**config.mk**
```make
export PLATFORM = sky130hd
export DESIGN_NAME = kb_func_select
export DESIGN_NICKNAME = d
export VERILOG_FILES = /design/src/rtl/kb_pkg.sv /design/src/rtl/kb_code_match.sv /design/src/rtl/kb_func_select.sv
export SDC_FILE = /design/constraint.sdc
export NUM_CORES = 1
export LEC_CHECK = 0
export CAP_MARGIN = 10
export CORE_MARGIN = 5
export CORE_UTILIZATION = 41
export DETAILED_ROUTE_END_ITERATION = 8
export PLACE_DENSITY_LB_ADDON = 0.25
export SLEW_MARGIN = 20
export SYNTH_ARGS = -nofsm -noshare
export SYNTH_HDL_FRONTEND = slang
export SYNTH_SLANG_ARGS = --single-unit
```
**constraint.sdc**
```tcl
create_clock -name clk -period 1.6 [get_ports clk]
set_input_delay 0.32 -clock clk [delete_from_list [all_inputs] [get_ports clk]]
set_output_delay 0.32 -clock clk [all_outputs]
set_load 0.02 [all_outputs]
```
**src/rtl/kb_pkg.sv**
```systemverilog
// kb_pkg: shared definitions for the PS/2 function-key selector.
//   - PS/2 framing prefixes (break and extended).
//   - FSM state encoding for the scan-code framer.
//   - Default key-code tables (F1/F2/F3, keypad +, Esc).
package kb_pkg;

  localparam logic [7:0] BREAK_CODE = 8'hF0;
  localparam logic [7:0] EXT_CODE   = 8'hE0;

  // Slice i (LSB-first) selects function i: F1=05, F2=06, F3=04.
  localparam logic [23:0] DEF_FUNC_CODES  = {8'h04, 8'h06, 8'h05};
  localparam logic [7:0]  DEF_CONF_CODE   = 8'h79;
  localparam logic [7:0]  DEF_CANCEL_CODE = 8'h76;

  typedef enum logic [1:0] {
    IDLE  = 2'd0,
    BREAK = 2'd1,
    EXT   = 2'd2
  } kb_state_t;

endpackage

```
**src/rtl/kb_code_match.sv**
```systemverilog
// kb_code_match: combinational lookup of a scan code in a packed code table.
// Ports:
//   key_code  in  CW        code to look up
//   codes     in  N*CW      packed table, slice i (LSB-first) is entry i
//   hit       out N         bit i set when key_code equals entry i
//   first     out N         one-hot of the lowest-index hit (zero if none)
//   any_hit   out 1         at least one entry matched
module kb_code_match #(
  parameter int N  = 3,
  parameter int CW = 8
) (
  input  logic [CW-1:0]   key_code,
  input  logic [N*CW-1:0] codes,
  output logic [N-1:0]    hit,
  output logic [N-1:0]    first,
  output logic            any_hit
);

  always_comb begin
    hit = '0;
    for (int i = 0; i < N; i++) begin
      hit[i] = (codes[i*CW +: CW] == key_code);
    end
  end

  // Isolate the lowest set bit so duplicate table entries resolve to the
  // lowest function index.
  assign first   = hit & (~hit + N'(1));
  assign any_hit = |hit;

endmodule

```
**src/rtl/kb_func_select.sv**
```systemverilog
// kb_func_select: PS/2 function-key selector.
// Consumes make/break scan codes and holds a one-hot selection over N_FUNC
// function keys; a confirm key raises a request that is held until acked.
//
// Handshake: conf_valid rises with conf_sel frozen; it stays high (and the
// selection stays locked) until a cycle in which ack=1, after which
// conf_valid and sel clear on the next edge. ack with conf_valid=0 is a
// no-op. An ack in the same cycle as a tick is applied before the tick.
//
// Ports:
//   clk            in   system clock
//   reset          in   synchronous active-low reset
//   key_code       in   CW-bit scan code, valid with got_code_tick
//   got_code_tick  in   one-cycle strobe per received code
//   ack            in   controller took the confirmed selection
//   sel            out  one-hot current selection (zero = none)
//   sel_idx        out  binary index of sel (all-ones = none)
//   conf_valid     out  confirm request, held until ack
//   conf_sel       out  selection frozen at confirm
//   err_tick       out  one-cycle pulse: confirm with no selection
//   state_dbg      out  framer FSM state (kb_state_t encoding)
//
// Build option: KB_TYPEMATIC_FILTER_EN adds per-key held flags that drop
// auto-repeated make codes until the matching break arrives.
module kb_func_select
  import kb_pkg::*;
#(
  parameter int                    N_FUNC      = 3,
  parameter int                    CW          = 8,
  parameter logic [N_FUNC*CW-1:0]  FUNC_CODES  = DEF_FUNC_CODES,
  parameter logic [CW-1:0]         CONF_CODE   = DEF_CONF_CODE,
  parameter logic [CW-1:0]         CANCEL_CODE = DEF_CANCEL_CODE
) (
  input  logic                        clk,
  input  logic                        reset,
  input  logic [CW-1:0]               key_code,
  input  logic                        got_code_tick,
  input  logic                        ack,
  output logic [N_FUNC-1:0]           sel,
  output logic [$clog2(N_FUNC):0]     sel_idx,
  output logic                        conf_valid,
  output logic [N_FUNC-1:0]           conf_sel,
  output logic                        err_tick,
  output logic [1:0]                  state_dbg
);

  localparam int IW = $clog2(N_FUNC) + 1;

  kb_state_t            state_q, state_n;
  logic [N_FUNC-1:0]    sel_n, conf_sel_n;
  logic [IW-1:0]        sel_idx_n;
  logic                 conf_valid_n, err_n;

  logic [N_FUNC-1:0]    func_hit, func_first;
  logic                 func_any;
  logic                 cancel_m, conf_m;
  logic                 is_break, is_ext;
  logic                 make_ok;

  kb_code_match #(.N(N_FUNC), .CW(CW)) u_match (
    .key_code (key_code),
    .codes    (FUNC_CODES),
    .hit      (func_hit),
    .first    (func_first),
    .any_hit  (func_any)
  );

  // Only the prioritised one-hot drives the selection.
  logic func_hit_unused;
  assign func_hit_unused = ^func_hit;

  assign cancel_m = (key_code == CANCEL_CODE);
  assign conf_m   = (key_code == CONF_CODE);
  assign is_break = (key_code == CW'(BREAK_CODE));
  assign is_ext   = (key_code == CW'(EXT_CODE));

`ifdef KB_TYPEMATIC_FILTER_EN
  // Held flags: [N_FUNC-1:0] function keys, [N_FUNC] cancel, [N_FUNC+1] confirm.
  logic [N_FUNC+1:0] held_q, held_n, key_oh;
  assign key_oh = {conf_m & ~func_any & ~cancel_m,
                   cancel_m & ~func_any,
                   func_first};
  assign make_ok = ~|(held_q & key_oh);
`else
  assign make_ok = 1'b1;
`endif

  always_comb begin
    logic                cv_eff;
    logic [N_FUNC-1:0]   sel_base;
    state_n      = state_q;
    // ack takes effect before any tick in the same cycle.
    cv_eff       = conf_valid & ~ack;
    sel_base     = (conf_valid & ack) ? '0 : sel;
    sel_n        = sel_base;
    conf_valid_n = cv_eff;
    conf_sel_n   = conf_sel;
    err_n        = 1'b0;
`ifdef KB_TYPEMATIC_FILTER_EN
    held_n       = held_q;
`endif
    if (got_code_tick) begin
      unique case (state_q)
        IDLE: begin
          if (is_break) begin
            state_n = BREAK;
          end else if (is_ext) begin
            state_n = EXT;
          end else begin
`ifdef KB_TYPEMATIC_FILTER_EN
            held_n = held_q | key_oh;
`endif
            // Selection is locked while a confirm request is pending.
            if (make_ok && !cv_eff) begin
              if (func_any) begin
                sel_n = func_first;
              end else if (cancel_m) begin
                sel_n = '0;
              end else if (conf_m) begin
                if (sel_base != '0) begin
                  conf_valid_n = 1'b1;
                  conf_sel_n   = sel_base;
                end else begin
                  err_n = 1'b1;
                end
              end
            end
          end
        end
        BREAK: begin
`ifdef KB_TYPEMATIC_FILTER_EN
          held_n = held_q & ~key_oh;
`endif
          state_n = IDLE;
        end
        EXT: begin
          state_n = is_break ? BREAK : IDLE;
        end
        default: state_n = IDLE;
      endcase
    end
  end

  always_comb begin
    sel_idx_n = '1;
    for (int i = 0; i < N_FUNC; i++) begin
      if (sel_n[i]) sel_idx_n = IW'(i);
    end
  end

  always_ff @(posedge clk) begin
    if (!reset) begin
      state_q    <= IDLE;
      sel        <= '0;
      sel_idx    <= '1;
      conf_valid <= 1'b0;
      conf_sel   <= '0;
      err_tick   <= 1'b0;
    end else begin
      state_q    <= state_n;
      sel        <= sel_n;
      sel_idx    <= sel_idx_n;
      conf_valid <= conf_valid_n;
      conf_sel   <= conf_sel_n;
      err_tick   <= err_n;
    end
  end

`ifdef KB_TYPEMATIC_FILTER_EN
  always_ff @(posedge clk) begin
    if (!reset) held_q <= '0;
    else        held_q <= held_n;
  end
`endif

  assign state_dbg = state_q;

endmodule
```
* Word-level counts from Yosys, hierarchy flattened
Index checks and enable logic that the tools add are counted.
** Operators by class
- Bitwise operators :: 14
- $add $sub $neg :: 1
- Reductions and logical operators :: 7
- Multiplexer cells :: 25
- Equality and inequality tests :: 9
** Operator list (count)
- $mux 3 :: 11
- $eq 3x8->1 const A :: 3
- $eq 8x7->1 const B :: 2
- $eq 8x8->1 const B :: 2
- $mux 1 :: 11
- $reduce_or 11->1 :: 1
- $not 1->1 :: 10
- $reduce_and 9->1 :: 1
- $mux 2 :: 2
- $pmux 2 s2 :: 1
- $add 3x1->3 const B :: 1
- $and 3x3->3 :: 1
- $ne 3x3->1 const B :: 1
- $not 3->3 :: 1
- $reduce_bool 3->1 :: 1
- $reduce_or 3->1 :: 1
- $and 1x1->1 :: 2
- $eq 2x2->1 const B :: 1
- $logic_not 2->1 :: 1
- $reduce_and 2->1 :: 1
- $reduce_or 2->1 :: 1
** Word-level totals
- Output and inout port bits :: 13
- Logic and storage cells :: 63
- Input bits :: 12
- Register bits after elaboration :: 13

* Depth between registers and ports, before layout
- Depth in word-level cells :: 13
- Mapped depth :: 5
- Depth with buffers taken out :: 5

* By module
Synthesis repeated with hierarchy kept, for this count alone.
** Second synthesis, totals
- Cells, all modules :: 110
- Area total of the unflattened synthesis :: 979.7 sq um
** By module, submodules not included
- kb_func_select :: area each 671.9 sq um, seq. area each 260.2 sq um, times used 1, cells each 71
- kb_code_match :: area each 307.8 sq um, seq. area each 0.0 sq um, times used 1, cells each 39

* Least setup slack after synthesis
No wires, ideal clock.
- Path kind :: reg-to-reg
- From :: register state_q[0], in the netlist state_dbg[0]
- To :: register conf_sel[0]
- Clock period less this slack :: 1.414 ns
- Slack :: 0.186 ns
- Arrival :: 1.294 ns
- Library setup time :: 0.120 ns
- Data required time :: 1.480 ns
- Cell stages (with the launch flop) :: 6
- Path buffers :: 0
- Cells stage by stage :: dfxtp_1 > nor4b_2 > and4_1 > nand2_1 > a22oi_1 > nor2_1
** Between the ends
- Longest elaborated chain between the ends :: 2
** Ends and longest elaborated chain
- start: declaration :: RTL line kb_func_select.sv:49 : kb_state_t state_q, state_n;
- start signal: assignment :: RTL line kb_func_select.sv:160 : state_q <= state_n;
- $logic_not 2->1 :: RTL line kb_func_select.sv:103 : unique case (state_q)
- $reduce_and 9->1 (no line)
- end signal: assignment :: RTL line kb_func_select.sv:164 : conf_sel <= conf_sel_n;
- end: declaration :: RTL line kb_func_select.sv:42 : output logic [N_FUNC-1:0] conf_sel,
No other way between the ends.
A chain may end at the register's enable or synchronous reset.

* Final worst setup path
- From :: input port key_code[3]
- To :: register sel_idx[1]
** Between the ends
- Longest elaborated chain between the ends :: 12
- Elaborated cells between the ends (all ways) :: 20
- Classes of those cells :: add/sub (1); eq/ne (6); mux (9); bitwise (2); reduce/logical (2)
** Ends and longest elaborated chain
- start: declaration :: RTL line kb_func_select.sv:36 : input logic [CW-1:0] key_code,
- $eq 3x8->1 :: RTL line kb_code_match.sv:22 : hit[i] = (codes[i*CW +: CW] == key_code);
- $not 3->3 :: RTL line kb_code_match.sv:28 : assign first = hit & (~hit + N'(1));
- $add 3x1->3 :: RTL line kb_code_match.sv:28
- $and 3x3->3 :: RTL line kb_code_match.sv:28
- $mux 3 :: RTL line kb_func_select.sv:115 : if (func_any) begin
- $mux 3 :: RTL line kb_func_select.sv:114 : if (make_ok && !cv_eff) begin
- $mux 3 :: RTL line kb_func_select.sv:107 : end else if (is_ext) begin
- $mux 3 * :: RTL line kb_func_select.sv:105 : if (is_break) begin
- $mux 3 * :: RTL line kb_func_select.sv:103
- $mux 3 * :: RTL line kb_func_select.sv:102 : if (got_code_tick) begin
- $mux 3 (2 in series) :: RTL line kb_func_select.sv:147 : if (sel_n[i]) sel_idx_n = IW'(i);
- end signal: assignment :: RTL line kb_func_select.sv:162 : sel_idx <= sel_idx_n;
- end: declaration :: RTL line kb_func_select.sv:40 : output logic [$clog2(N_FUNC):0] sel_idx,
Mark *: on every way between the ends. The rest lies on a longest branch, timed or not.

==> flow_summary.json <==
{
  "drt_first_pass_iters": 4,
  "cpPeakStageDelay_ns": 0.51,
  "period_needed_ns": 1.58,
  "antenna_found_initial": 0,
  "r2r_setup_slack_ns": 0.14,
  "min_to": "state_dbg[1]$_SDFFE_PN0P_",
  "wl_um": 1770,
  "antenna_left": 0,
  "ys.flop_type": "dfxtp_1",
  "hold_viol_final": 0,
  "dpl-instance-area_sq_um": 996,
  "drv_cap": 0,
  "max_slew_margin_pct": 80.6,
  "clk_path_buf_depth": 2,
  "synth_edf_count": 0,
  "hold_path.class": "primary input to flop",
  "io_buffers": 24,
  "place_inst": 123,
  "ys_types": 32,
  "cp-end-kind": "flop",
  "yosys_warnings": 0,
  "die_w_um": 49.5,
  "reg2regPathDepth": 7,
  "synthesis.nets": 82,
  "cts.sinks": 13,
  "drt_first_iter_violations": 18,
  "grt_pass1_vias": 654,
  "synth_area_leaders": "dfxtp_1 41%, nand2_1 4.7%, and3b_1 4.1%",
  "dieArea_sq_um": 2450,
  "final_util_pct": 73.6,
  "status": "complete, no violations",
  "report.final.setup_viol": 0,
  "clock_latency_ns": 0.27,
  "design_area_sq_um": 1100,
  "fmax_mhz": 634,
  "grt_max_degree": 8,
  "path_buf_inv": 2,
  "rows": 14,
  "synthCells": 70,
  "final_cells": 130,
  "drc": 0,
  "overflow": 0,
  "io_pins": 25,
  "final_net_count": 127,
  "leakage_nw": 0.523,
  "cts_hold_buf": 0,
  "vias_per_cell": 5.65,
  "yosysTopAreaCell": "dfxtp_1",
  "power.density_nw_per_um2": 549,
  "fin_crit_sh_pct": 98.6,
  "cpLargestDelayFamily": "buffers and inverters",
  "areaGrowthSynthToFinish_pct": 71.8,
  "worstMarginPinSlew_ns": 0.290,
  "die_y_um": 49.5,
  "synth-async-reset-ratio_pct": 0,
  "gp_congestion": 0.845,
  "vdd_drop_max_mv": 0.500,
  "worstPathMaxFanout": 4,
  "coreArea_sq_um": 1490,
  "clockRootBuffer": "clkbuf_4",
  "cts_made_buffers": 3,
  "crit_slowest_cell": "clkdlybuf4s50_1",
  "htree_num_levels": 1,
  "cts_tree": "yes",
  "worstPathCellList": "clkdlybuf4s50_1 -> and3b_1 -> nand4_1 -> buf_4 -> nand2_1 -> a32o_2 -> nand3b_1",
  "r2r-end": "sel_idx[1]$_SDFF_PP1_",
  "finalPower_uw": 601,
  "min_path_cells": 3,
  "synth_area_sq_um": 638,
  "path_class": "primary input to flop",
  "grt_pass1_wl_um": 2900,
  "hold_start": "got_code_tick",
  "finalClockSkew_ns": 0.00642,
  "drv_slew": 0,
  "post-synth-top-count-cell": "dfxtp_1",
  "required_ns": 1.76,
  "cp-start-kind": "primary input",
  "cp.arrival_ns": 1.74,
  "place_hpwl_um": 1390,
  "synth_seq_cells": 13,
  "num_vias": 734,
  "avgSynthCellArea_sq_um": 9.12,
  "cts.clk_slew.worst_paths_ns": 0.08,
  "synthTopCellsByCount": "13 x dfxtp_1, 8 x nand2_1, 4 x a21oi_1, 4 x nand4_1, 4 x nor2_1",
  "initial_core_util_pct": 42.9,
  "yosysSeqAreaShare_pct": 40.8,
  "layout-drive-gt1-share_pct": 26.3,
  "r2r-start": "conf_valid$_SDFF_PN0_",
  "diodes": 0,
  "synth_top_area_share_pct": 40.8,
  "track_usage_pct": 15.0,
  "wl_per_cell_um": 13.6
}
[power by group]
part           switching [mW]  internal (mW)  total [mW]
Sequential           0.000561          0.324       0.325
Combinational          0.0365         0.0445      0.0809
Clock                  0.0991         0.0966       0.196
Total                   0.136          0.465       0.601
[registers in the layout, indices dropped and copies added (netlist names)]
signal / count
state_dbg: 2
sel_idx: 3
sel: 3
conf_valid: 1
err_tick: 1
conf_sel: 3
[area by class of cell]
| class | instances | area (sq um) |
|---|---|---|
| clock buffers | 4 | 26.3 |
| fillers | 123 | 393 |
| inverters | 2 | 7.51 |
| multi-input cells | 55 | 414 |
| flip-flops and latches | 13 | 260 |
| well taps | 16 | 20.0 |
| repair buffers | 40 | 368 |
[repair_timing]
action	in CTS	in global routing
pin swaps	2	6
resized for setup	12	11
setup endpoints to repair	10	11
gates cloned	0	0
buffers inserted	0	3
hold endpoints to repair	0	0
[cell usage in the layout (no fill, tap or decap), drive strengths merged, types with 3 or more instances in the layout]
cell type,n
clkbuf,4
nand4,4
a21oi,4
clkdlybuf4s50,9
and3b,3
nand2,8
nor2,4
dfxtp,13
dlymetal6s2s,7
and2,3
dlygate4sd2,8
buf,16
[cells by family (layout without fill, tap and decap cells)]
group / count (synthesis) / in the layout / share of synthesized area (%)
simple gates: 38 / 38 / 38.8
buf+inv: 2 / 46 / 1.18
flops: 13 / 13 / 40.8
compound gates: 17 / 17 / 19.2
[how the worst max path moves through the flow]
stage / startpoint / endpoint / slack [ns] / cells past startpoint
2_1_floorplan: state_dbg[0]$_SDFFE_PN0P_ / conf_sel[0]$_SDFFE_PN0P_ / 0.19 / 5
3_3_place_gp: key_code[4] / sel_idx[1]$_SDFF_PP1_ / -0.38 / 6
3_5_place_dp: key_code[4] / sel_idx[0]$_SDFF_PN1_ / -0.37 / 6
4_1_cts: sel[0]$_SDFF_PN0_ / sel[0] / 0.003 / 1
5_1_grt: key_code[3] / sel_idx[1]$_SDFF_PP1_ / -0.04 / 7
6_report: key_code[3] / sel_idx[1]$_SDFF_PP1_ / 0.02 / 7
[per-stage QoR]
step	TNS (ns)	setup WS (ns)	hold WS (ns)
finish	0	0.0222	0.392
global placement	-3.20	-0.376	0.438
detailed placement	-3.48	-0.373	0.444
CTS	0	0.00332	0.456
floorplan	0	0.186	0.400
global route	-0.0814	-0.0372	0.427
[worst min-delay path: stages]
cell            delay, ns
dlymetal6s2s_1       0.13
nand2b_1             0.13
a21oi_2              0.05
[per-layer routing]
layer / vias to the layer above / part of all wire [%] / GRT usage, %
li1: 362 / - / -
met1: 345 / 44 / 19.0
met2: 23 / 49 / 24.0
met3: 4 / 6.2 / 4.52
met4: 0 / 0.96 / 5.24
met5: - / 0 / 0
Power figures use the tool's default switching activity.
